### config.mk
export PLATFORM = sky130hd
export DESIGN_NAME = aes256_ct_collector
export DESIGN_NICKNAME = d
export VERILOG_FILES = /design/src/rtl/aes256_pkg.sv /design/src/rtl/aes256_block_fifo.sv /design/src/rtl/aes256_ct_collector.sv
export SDC_FILE = /design/constraint.sdc
export NUM_CORES = 1
export LEC_CHECK = 0
export BUFFER_PORTS_ARGS = -buffer_cell sky130_fd_sc_hd__buf_4
export CELL_PAD_IN_SITES_DETAIL_PLACEMENT = 0
export CELL_PAD_IN_SITES_GLOBAL_PLACEMENT = 1
export CORE_ASPECT_RATIO = 1.75
export CORE_MARGIN = 2
export CORE_UTILIZATION = 55
export CTS_BUF_LIST = sky130_fd_sc_hd__clkbuf_16
export DETAILED_ROUTE_END_ITERATION = 10
export PLACE_DENSITY = 0.83
export SLEW_MARGIN = 25
export SYNTH_ARGS = -nofsm -noshare
export SYNTH_HDL_FRONTEND = slang
export SYNTH_SLANG_ARGS = --single-unit
### constraint.sdc
create_clock -name clk -period 23.3 [get_ports clk]
set_input_delay 3.495 -clock clk [delete_from_list [all_inputs] [get_ports clk]]
set_output_delay 3.495 -clock clk [all_outputs]
set_load 0.01 [all_outputs]
### src/rtl/aes256_pkg.sv
// Shared AES-256 datapath types and constants.
package aes256_pkg;

    typedef logic [127:0] aes_block_t;
    typedef logic [7:0]   aes_byte_t;

    localparam int AES_BLOCK_BYTES = 16;

    // Byte-position counter inside one block.
    localparam int BCNT_W = $clog2(AES_BLOCK_BYTES);
    localparam logic [BCNT_W-1:0] BCNT_LAST = BCNT_W'(AES_BLOCK_BYTES - 1);

endpackage

### src/rtl/aes256_block_fifo.sv
// First-word-fall-through FIFO of 128-bit blocks.
// Storage is a plain array; the head is a register loaded from the array
// (or bypassed from the write port) so the next entry appears with no bubble.
module aes256_block_fifo
    import aes256_pkg::*;
#(
    parameter int DEPTH = 4
) (
    input  logic                     clk,
    input  logic                     srst,
    input  logic                     push,
    input  logic [127:0]             push_data,
    input  logic                     pop,
    output logic [127:0]             head,
    output logic                     full,
    output logic                     empty,
    output logic [$clog2(DEPTH):0]   count,
    output logic                     space
);

    localparam int PTR_W = $clog2(DEPTH);
    localparam logic [PTR_W:0] DEPTH_C = (PTR_W + 1)'(DEPTH);

    aes_block_t       mem [DEPTH];
    logic [PTR_W-1:0] wr_ptr_reg;
    logic [PTR_W-1:0] rd_ptr_reg;
    logic [PTR_W-1:0] rd_ptr_next;
    logic [PTR_W:0]   count_reg;
    logic [PTR_W:0]   count_after_pop;
    logic [PTR_W:0]   count_next;
    aes_block_t       head_reg;
    aes_block_t       head_next;
    logic             space_reg;
    logic             do_pop;
    logic             do_push;

    // Handshake qualification, next occupancy and next head selection.
    always_comb begin
        do_pop          = pop && (count_reg != '0);
        // A full FIFO still accepts a push when the head leaves the same cycle.
        do_push         = push && ((count_reg != DEPTH_C) || do_pop);
        count_after_pop = count_reg - (PTR_W + 1)'(do_pop);
        count_next      = count_after_pop + (PTR_W + 1)'(do_push);
        rd_ptr_next     = rd_ptr_reg + PTR_W'(do_pop);
        head_next       = head_reg;
        if (do_push && (count_after_pop == '0)) begin
            // Nothing left behind the head: the incoming block becomes the head.
            head_next = push_data;
        end else if (count_after_pop != '0) begin
            head_next = mem[rd_ptr_next];
        end
    end

    // Block storage; intentionally not reset.
    always_ff @(posedge clk) begin
        if (do_push) begin
            mem[wr_ptr_reg] <= push_data;
        end
    end

    // Pointers, occupancy, registered head and registered space flag.
    always_ff @(posedge clk) begin
        if (srst) begin
            wr_ptr_reg <= '0;
            rd_ptr_reg <= '0;
            count_reg  <= '0;
            head_reg   <= '0;
            space_reg  <= 1'b1;
        end else begin
            wr_ptr_reg <= wr_ptr_reg + PTR_W'(do_push);
            rd_ptr_reg <= rd_ptr_next;
            count_reg  <= count_next;
            head_reg   <= head_next;
            space_reg  <= (count_next < DEPTH_C);
        end
    end

    assign head  = head_reg;
    assign full  = (count_reg == DEPTH_C);
    assign empty = (count_reg == '0);
    assign count = count_reg;
    assign space = space_reg;

endmodule

### src/rtl/aes256_ct_collector.sv
// Reassembles byte-serial ciphertext (MSB first) into 128-bit blocks and
// buffers them in a FWFT FIFO behind a valid/ready port.
module aes256_ct_collector
    import aes256_pkg::*;
#(
    parameter int DEPTH = 4,
    parameter int CNT_W = 16
) (
    input  logic             clk,
    input  logic             pi_rst,
    input  logic             pi_byte_valid,
    input  logic [7:0]       pi_byte,
    input  logic             pi_abort,
    input  logic             pi_clear_ovf,
    output logic             po_space,
    output logic             po_ct_valid,
    output logic [127:0]     po_ct,
    input  logic             pi_ct_ready,
    output logic             po_partial,
    output logic             po_overflow,
    output logic [CNT_W-1:0] po_block_count
);

    logic [BCNT_W-1:0]    bcnt_reg;
    logic [119:0]         sreg_reg;
    logic                 ovf_reg;
    logic [CNT_W-1:0]     blk_cnt_reg;

    logic                 accept;
    logic                 complete;
    logic                 pop_fire;
    logic                 drop;
    aes_block_t           new_block;
    logic                 fifo_full;
    logic                 fifo_empty;
    logic [$clog2(DEPTH):0] fifo_count;

    // Byte acceptance, block completion and drop detection.
    always_comb begin
        // Abort beats a simultaneous byte: that byte is discarded.
        accept    = pi_byte_valid && !pi_abort;
        complete  = accept && (bcnt_reg == BCNT_LAST);
        new_block = {sreg_reg, pi_byte};
        pop_fire  = pi_ct_ready && (fifo_count != '0);
        drop      = complete && fifo_full && !pop_fire;
    end

    aes256_block_fifo #(
        .DEPTH (DEPTH)
    ) u_fifo (
        .clk       (clk),
        .srst      (pi_rst),
        .push      (complete),
        .push_data (new_block),
        .pop       (pi_ct_ready),
        .head      (po_ct),
        .full      (fifo_full),
        .empty     (fifo_empty),
        .count     (fifo_count),
        .space     (po_space)
    );

    // Byte counter and shift register; the counter wraps to 0 after byte 15.
    always_ff @(posedge clk) begin
        if (pi_rst) begin
            bcnt_reg <= '0;
        end else if (pi_abort) begin
            bcnt_reg <= '0;
        end else if (pi_byte_valid) begin
            bcnt_reg <= bcnt_reg + BCNT_W'(1);
            sreg_reg <= {sreg_reg[111:0], pi_byte};
        end
    end

    // Sticky overflow (set wins over clear) and pushed-block counter.
    always_ff @(posedge clk) begin
        if (pi_rst) begin
            ovf_reg     <= 1'b0;
            blk_cnt_reg <= '0;
        end else begin
            if (drop) begin
                ovf_reg <= 1'b1;
            end else if (pi_clear_ovf) begin
                ovf_reg <= 1'b0;
            end
            if (complete && !drop) begin
                blk_cnt_reg <= blk_cnt_reg + CNT_W'(1);
            end
        end
    end

    assign po_ct_valid    = !fifo_empty;
    assign po_partial     = (bcnt_reg != '0);
    assign po_overflow    = ovf_reg;
    assign po_block_count = blk_cnt_reg;

endmodule
# Yosys cells after proc, flatten, opt, wreduce, memory -nomap -nowiden
# Memories as Yosys holds them, arrays and structs flattened.
# Cells that the tools add are included.
[totals]
ramBits = 512
latch_bits = 0
out_inout_bits = 148
in_bits = 14
memories = 1
romBits = 0
regBits = 277
word_cells = 50
[mem_list]
columns = ["name", "words", "word_bits", "read_ports", "rd_clocked_by_memory_dff", "wr", "line_no", "rtl"]
rows = [
  ["u_fifo.mem", 4, 128, 1, 0, 1, "aes256_block_fifo.sv:24", "aes_block_t mem [DEPTH];"],
]
[classes]
div = 0
order_cmp = 1
muxes = 6
addsub = 6
n_shift = 0
bitwise = 2
n_eq_ne = 3
mul = 0
reduce_logical = 22
[op_table]
columns = ["cell", "n"]
rows = [
  ["128-bit two-way mux", 2],
  ["16-bit by 1-bit adder with 16-bit output, second input constant", 1],
  ["1-bit logical AND", 8],
  ["3-bit zero test", 2],
  ["3-bit nonzero test", 2],
  ["2-bit by 1-bit adder with 2-bit output", 2],
  ["4-bit by 1-bit adder with 4-bit output, second input constant", 1],
  ["4-bit equality test, second input constant", 1],
  ["1-bit zero test", 4],
  ["1-bit two-way mux", 4],
  ["2-bit nonzero test", 2],
  ["4-bit nonzero test", 1],
  ["3-bit by 1-bit adder with 3-bit output", 1],
  ["3-bit equality test, second input constant", 1],
  ["3-bit less-than comparator, second input constant", 1],
  ["3-bit != test, second input constant", 1],
  ["3-bit AND reduction", 1],
  ["3-bit by 1-bit subtractor with 3-bit output", 1],
  ["1-bit inverter", 2],
  ["2-bit OR reduction", 1],
  ["1-bit logical OR", 1],
]

# Longest topological paths before layout
# Gate-level depths: netlist (run 1).
[depth]
ltp_word = 7
depth_mapped = 10
depth_no_buf = 9

# Modules after synthesis
# A second synthesis (run 1) with hierarchy kept.
[unflattened]
hier_cells = 1653
hier_area_um2 = 29044.1
[modules_own_cells]
columns = ["mod", "instances", "cells_each", "area_each_um2", "seq_area_each_um2"]
rows = [
  ["aes256_block_fifo", 1, 1410, 24364.6, 18097.4],
  ["aes256_ct_collector", 1, 243, 4679.5, 4023.9],
]

# Worst setup path before layout (run 1)
# OpenSTA, ideal clock, no wires.
[synth_path]
path_kind = "input-to-reg"
from = "input pi_abort"
to = "memory u_fifo.mem[1][0] in the netlist's numbering (enable)"
stages = 4
arrival_time_ns = 13.553
path_buffers = 1
path_slack_ns = 8.948
cell_sequence = "nand3b_4 -> or3_1 -> clkbuf_1 -> nor3b_1"
[synth_between]
elab_chain_len = 6
[synth_rtl]
columns = ["item", "line_no", "rtl"]
rows = [
  ["from (decl)", "aes256_ct_collector.sv:13", "input logic pi_abort,"],
  ["1-bit zero test", "aes256_ct_collector.sv:41", "accept = pi_byte_valid && !pi_abort;"],
  ["1-bit logical AND", "aes256_ct_collector.sv:41", ""],
  ["1-bit logical AND", "aes256_ct_collector.sv:42", "complete = accept && (bcnt_reg == BCNT_LAST);"],
  ["1-bit logical AND", "aes256_block_fifo.sv:41", "do_push = push && ((count_reg != DEPTH_C) || do_pop);"],
  ["1-bit two-way mux", "aes256_block_fifo.sv:56", "if (do_push) begin"],
  ["1-bit two-way mux (implied by the code)", "aes256_block_fifo.sv:57", "mem[wr_ptr_reg] <= push_data;"],
  ["to (decl)", "aes256_block_fifo.sv:24", ""],
]
# No other way between the ends.

# Worst setup path after layout (run 1)
[layout_path]
from = "input pi_ct_ready"
to = "register u_fifo.head_reg[88], in the netlist u_fifo.head[88]"
[layout_between]
elab_chain_len = 5
[layout_rtl]
columns = ["item", "line_no", "rtl"]
rows = [
  ["from (decl)", "aes256_ct_collector.sv:18", "input logic pi_ct_ready,"],
  ["1-bit logical AND (*)", "aes256_block_fifo.sv:39", "do_pop = pop && (count_reg != '0);"],
  ["2-bit by 1-bit adder with 2-bit output (tied with other cells)", "aes256_block_fifo.sv:44", "rd_ptr_next = rd_ptr_reg + PTR_W'(do_pop);"],
  ["memory 4 x 128 bit (tied with other cells)", "-", ""],
  ["128-bit two-way mux / 1-bit logical AND (equally long branches)", "aes256_block_fifo.sv:49, aes256_block_fifo.sv:46", ""],
  ["128-bit two-way mux / 2-bit nonzero test (equally long branches)", "-", ""],
  ["to (signal assigned)", "aes256_block_fifo.sv:73", "head_reg <= head_next;"],
  ["to (decl)", "aes256_block_fifo.sv:31", "aes_block_t head_reg;"],
]
# Mark *: on every way between the ends. The rest lies on a longest branch, timed or not. The select of a mux whose other input is x is not followed.
# A chain may end at the register's enable or synchronous reset.

==> results of run 1 <==
[area by class of cell]
| type | instances | share of cell area |
|---|---|---|
| multi-input combinational | 684 | 0.186 |
| clock buffer | 67 | 0.0513 |
| clock inverter | 56 | 0.0155 |
| tap | 672 | 0.0257 |
| inverter | 9 | 0.00103 |
| timing repair buffer | 181 | 0.0437 |
| sequential | 789 | 0.676 |
[critical path: stages]
cell	delay (ns)
buf_4	0.13
and2_1	0.18
ha_4	0.19
xor2_4	0.61
buf_4	0.79
buf_4	0.82
mux4_2	0.41
a22oi_1	0.19
a21oi_1	0.11
[cells by family (layout without fill, tap and decap cells)]
family                     Yosys count  in the layout  share of synthesized area
buffers and inverters              104            313                     0.0149
muxes                              131            131                      0.102
xor gates and xnor gates            10             10                    0.00307
adders and majority gates            9              9                    0.00394
AOI/OAI and AO/OA                  282            282                     0.0621
and+or+nand+nor                    252            252                     0.0390
DFF                                789            789                      0.775
[through the flow]
stage / power [mW] / worst slack [ns] / utilization / cell area [µm²] / hold WS (ns)
2_1_floorplan: 2.74 / 8.95 / - / 28500 / 0.476
3_3_place_gp: 3.23 / 16.07 / 0.593 / 30500 / 0.442
3_5_place_dp: 3.26 / 16.02 / 0.594 / 30500 / 0.445
4_1_cts: 4.36 / 16.64 / 0.637 / 32700 / 0.452
5_1_grt: 4.53 / 16.52 / 0.637 / 32700 / 0.473
6_report: 4.31 / 16.69 / 0.637 / 32700 / 0.449
[synthesized netlist by cell type (10+ instances only)]
cell / number
mux4_2: 128
nand2_1: 141
clkbuf_1: 62
buf_1: 10
edfxtp_1: 632
a21oi_1: 140
nor2_1: 61
buf_2: 22
a22oi_1: 76
a211oi_1: 53
dfxtp_1: 157
[layout by cell type (no fill, tap or decap), types with 14 or more instances in the layout]
cell type and n:
a211oi_1 53, a21oi_1 140, a22oi_1 76, buf_4 174, clkbuf_16 67, clkinv_1 14, dfxtp_1 157, edfxtp_1 632
inv_1 20, mux4_2 128, nand2_1 140, nor2_1 60
[where the power goes]
part           total (mW)  internal, mW  switching [mW]
registers            1.67          1.60          0.0683
logic                1.54         0.619           0.917
clock network        1.10         0.601           0.504
[metal layers]
metal | wire, µm | up-vias
li1 | - | 6539
met2 | 33000 | 565
met4 | 1540 | 0
met1 | 23900 | 7861
met3 | 3380 | 88
met5 | 0 | -
[path summary, 6_finish.rpt]
| path | startpoint | depth (start not counted) | end |
|---|---|---|---|
| min | u_fifo.head[22] | 2 | u_fifo.head[22] |
| min reg2reg | u_fifo.head[22] | 2 | u_fifo.head[22] |
| max | pi_ct_ready | 9 | u_fifo.head[88] |
| max reg2reg | u_fifo.count[2] | 9 | u_fifo.head[88] |
==> out/qor.yml, run 1 <==
critical_path:
  r2r_slack_ns: 18.86
  start_kind: "input pin"
  critPathKind: "input pin to flip-flop"
  end_kind: "flip-flop"
  worstPathMaxFanout: 57
  critPathRequiredTime_ns: 23.72
  crit_arrival_ns: 7.03
die:
  io-pin-count: 162
  initial_core_util: 0.556
  rows: 110
  core_area_um2: 51300
  die_area_um2: 53800
  dieHeight_um: 305
  die_w_um: 176
grt:
  grt_pass1_wl_mm: 94.1
  grt_pass1_vias: 15500
  grtUsageMet3: 0.0282
  overflow: 0
  grtUsageMet1: 0.300
  grt_max_degree: 129
  busiest_layer: "met2"
  grt_use_total: 0.233
  antenna_found_initial: 0
  grtUsageMet2: 0.410
placement:
  post-place-cells: 2334
  place_hpwl_mm: 32.0
  place.gp.congestion: 0.750
  place.port_buffers: 161
timing:
  rsz0062_at_grt: "no"
  fin_skew_ns: 0.0269
  worstMarginPinSlew_ns: 1.02
  setup-tns-final_ns: 0
  setup_violations: 0
  min_period_over_period: 0.284
  hold_viol: 0
  max_freq_mhz: 151
  min_period_ns: 6.61
  slew_headroom: 0.323
  slew_violations: 0
cells_and_area:
  n_antenna_cell: 0
  layoutNonFillerInstCount: 2458
  n_fill_cell: 3513
  nNetsFinal: 1755
  largest_register_ffs: 512
  drive_above_1_share: 0.239
  synthToLayoutAreaGrowth_pct: 14.5
  multi_input_area_um2: 6090
  regArea_um2: 22100
outcome:
  status: "complete, no violations"
synthesis:
  syn_area_per_cell_um2: 18.1
  synth_top_flop_cell: "edfxtp_1"
  seq_area_frac_synth: 0.775
  synth_nets: 1600
  synth.area.top_cells: "edfxtp_1 66%, dfxtp_1 11%, mux4_2 10%, a21oi_1 2.5%, a22oi_1 2.0%"
  async_flop_share: 0
  synth_seq_cells: 789
  syn_inst: 1577
  synth_area_um2: 28500
  yosysTopAreaCell: "edfxtp_1"
  yosys_warnings: 0
  synth_top_area_frac: 0.665
  synth_edf_count: 632
  synth_cell_types: 40
power:
  p_per_area_nw_per_um2: 132
  peakVddDrop_v: 0.000188
  p_leak_nw: 10.9
flow_run:
  maxCapViolations: 0
clock_tree:
  clkSinkCount: 789
  post_cts_hold_buffer_count: 0
  cts_made_buffers: 67
  cts.path.max_buffers: 3
  ctsResizeCount: 0
  root_buffer: "clkbuf_16"
  htreeDepth: 3
  cts_tree: "yes"
  path_clk_slew_ns: 0.06
  cts_setup_buffers: 0
  clk_latency_ns: 0.61
detailed_routing:
  first_pass_iters: 5
  num_vias: 15100
  antenna_left: 0
  initialDrtViolationCount: 1552
  wl_per_cell_um: 25.1
  vias_per_cell: 6.12
  drc_errors: 0
  drt-total-wl_mm: 61.8
worst_hold_path:
  hp-class: "flip-flop to flip-flop"
Note: power is estimated with default switching activity, not from simulation.
==> inputs of run 2 (changes only) <==
- CORE_UTILIZATION: 55 -> 52
- PLACE_DENSITY: 0.83 -> 0.8
- clock period: 23.3 -> 6.7 ns (I/O delays scaled with it)
==> out/qor.yml, run 2 (synthesized netlist as in run 1, its figures left out) <==
grt:
  antenna_found_initial: 0  # unchanged
  grt_pass1_vias: 15400  # was 15500
  overflow: 0  # unchanged
  grt_max_degree: 129  # unchanged
  grt_pass1_wl_mm: 94.2  # was 94.1 mm
  grt_use_total: 0.220  # was 0.233
detailed_routing:
  initialDrtViolationCount: 1231  # was 1552
  antenna_left: 0  # unchanged
  drc_errors: 0  # unchanged
  wl_per_cell_um: 25.0  # was 25.1 µm
  num_vias: 15000  # was 15100
  first_pass_iters: 5  # unchanged
  drt-total-wl_mm: 61.8  # about the same
  vias_per_cell: 6.06  # was 6.12
timing:
  rsz0062_at_grt: "no"  # unchanged
  setup-tns-final_ns: 0  # unchanged
  max_freq_mhz: 257
  min_period_over_period: 0.581
  slew_headroom: 0.298  # was 0.323
  setup_violations: 0  # unchanged
  hold_viol: 0  # unchanged
  min_period_ns: 3.90
  worstMarginPinSlew_ns: 1.05  # was 1.02 ns
  slew_violations: 0  # unchanged
  fin_skew_ns: 0.0234  # was 0.0269 ns
cells_and_area:
  largest_register_ffs: 512  # unchanged
  n_antenna_cell: 0  # unchanged
  final_common_cell: "edfxtp_1"  # unchanged
  drive_above_1_share: 0.240  # was 0.239
  n_fill_cell: 3931  # was 3513
  nNetsFinal: 1754  # was 1755
  post-route-util: 0.606  # was 0.637
  synthToLayoutAreaGrowth_pct: 15.3  # was 14.5%
  final_cell_mix: "632 x edfxtp_1, 168 x buf_4, 157 x dfxtp_1, 140 x nand2_1, 140 x a21oi_1"  # was 632 x edfxtp_1, 174 x buf_4, 157 x dfxtp_1, 140 x nand2_1, 140 x a21oi_1
power:
  peakVddDrop_v: 0.000805  # was 0.000188 V
  total_power_mw: 15.3  # was 4.31 mW
  p_leak_nw: 11.0  # was 10.9 nW
  p_per_area_nw_per_um2: 465  # was 132 nW/µm²
clock_tree:
  htreeDepth: 3  # unchanged
  clkSinkCount: 789  # unchanged
  cts_setup_buffers: 0  # unchanged
  cts.path.max_buffers: 3  # unchanged
  post_cts_hold_buffer_count: 0  # unchanged
  root_buffer: "clkbuf_16"  # unchanged
  cts_tree: "yes"  # unchanged
  path_clk_slew_ns: 0.07  # was 0.06 ns
  clk_latency_ns: 0.60  # was 0.61 ns
  cts_made_buffers: 68  # was 67
  ctsResizeCount: 0  # unchanged
critical_path:
  critical_path.startpoint: "u_fifo.count[2]"  # was pi_ct_ready
  critPathRequiredTime_ns: 7.21  # was 23.72 ns
  r2r_start: "u_fifo.count[2]"  # unchanged
  cp-endpoint: "u_fifo.head[11]"  # was u_fifo.head[88]
  r2r_slack_ns: 2.80  # was 18.86 ns
  rr_worst_depth: 9  # unchanged
  critPathKind: "flip-flop to flip-flop"  # was input pin to flip-flop
  reg2reg_to: "u_fifo.head[11]"  # was u_fifo.head[88]
  end_kind: "flip-flop"  # unchanged
  crit_arrival_ns: 4.41  # was 7.03 ns
  start_kind: "flip-flop"  # was input pin
  worstPathMaxFanout: 68  # was 57
die:
  die_area_um2: 56900  # was 53800 µm²
  initial_core_util: 0.526  # was 0.556
  io-pin-count: 162  # unchanged
  die_w_um: 181  # was 176 µm
  rows: 113  # was 110
  dieHeight_um: 314  # was 305 µm
  core_area_um2: 54300  # was 51300 µm²
placement:
  place.gp.congestion: 0.740  # was 0.750
  place.port_buffers: 161  # unchanged
  place_hpwl_mm: 32.0  # about the same
flow_run:
  maxCapViolations: 0  # unchanged
worst_hold_path:
  hp-class: "flip-flop to flip-flop"  # unchanged
outcome:
  status: "complete, no violations"  # unchanged
==> run 2: report_power, final <==
part	internal [mW]	switching (mW)
registers	5.58	0.234
logic	2.21	3.20
clock network	2.34	1.73
total	10.1	5.17
==> run 2: worst min path at each step <==
stage                           from          endpoint  slack [ns]  cells after the start
CTS                 u_fifo.head[115]  u_fifo.head[115]        0.45                      2
detailed placement  u_fifo.head[115]  u_fifo.head[115]        0.45                      2
global route        u_fifo.head[123]  u_fifo.head[123]        0.47                      2
floorplan             u_fifo.head[0]    u_fifo.head[0]        0.48                      2
finish              u_fifo.head[115]  u_fifo.head[115]        0.45                      2
global placement    u_fifo.head[101]  u_fifo.head[101]        0.44                      2
==> run 2: per-layer routing <==
layer  up-vias  track usage  part of all wire
li1       6546            -                 -
met3        92       0.0386             0.070
met1      7772        0.283              0.39
met4         0       0.0748             0.026
met5         -            0                 0
met2       578        0.379              0.52
==> run 2: stage by stage <==
step / std cells / hold slack, ns / area (µm²) / worst slack [ns]
6_report: 2472 / 0.452 / 32900 / 2.80
5_1_grt: 2472 / 0.467 / 32900 / 2.64
4_1_cts: 2471 / 0.455 / 32900 / 2.81
3_5_place_dp: 2350 / 0.446 / 30600 / 2.52
3_3_place_gp: 2350 / 0.440 / 30600 / 2.60
2_1_floorplan: 1577 / 0.476 / 28600 / -0.602
==> run 2: layout make-up <==
cell class                 instances  area (µm²)  share of cell area
tap                              690         863              0.0262
sequential                       789       22100               0.672
timing repair buffer             179        1470              0.0447
multi-input combinational        684        6110               0.186
clock inverter                    51         572              0.0174
inverter                           9        33.8             0.00103
clock buffer                      70        1750              0.0532
==> run 2: critical path, stage by stage, from the launching register on <==
cell and delay (ns):
dfxtp_1 0.35, or3_1 0.44, and2_1 0.23, ha_1 0.20, ha_1 0.21, xnor2_1 0.55, o311a_4 1.00, buf_12 0.41
a21oi_1 0.07, a211oi_1 0.27
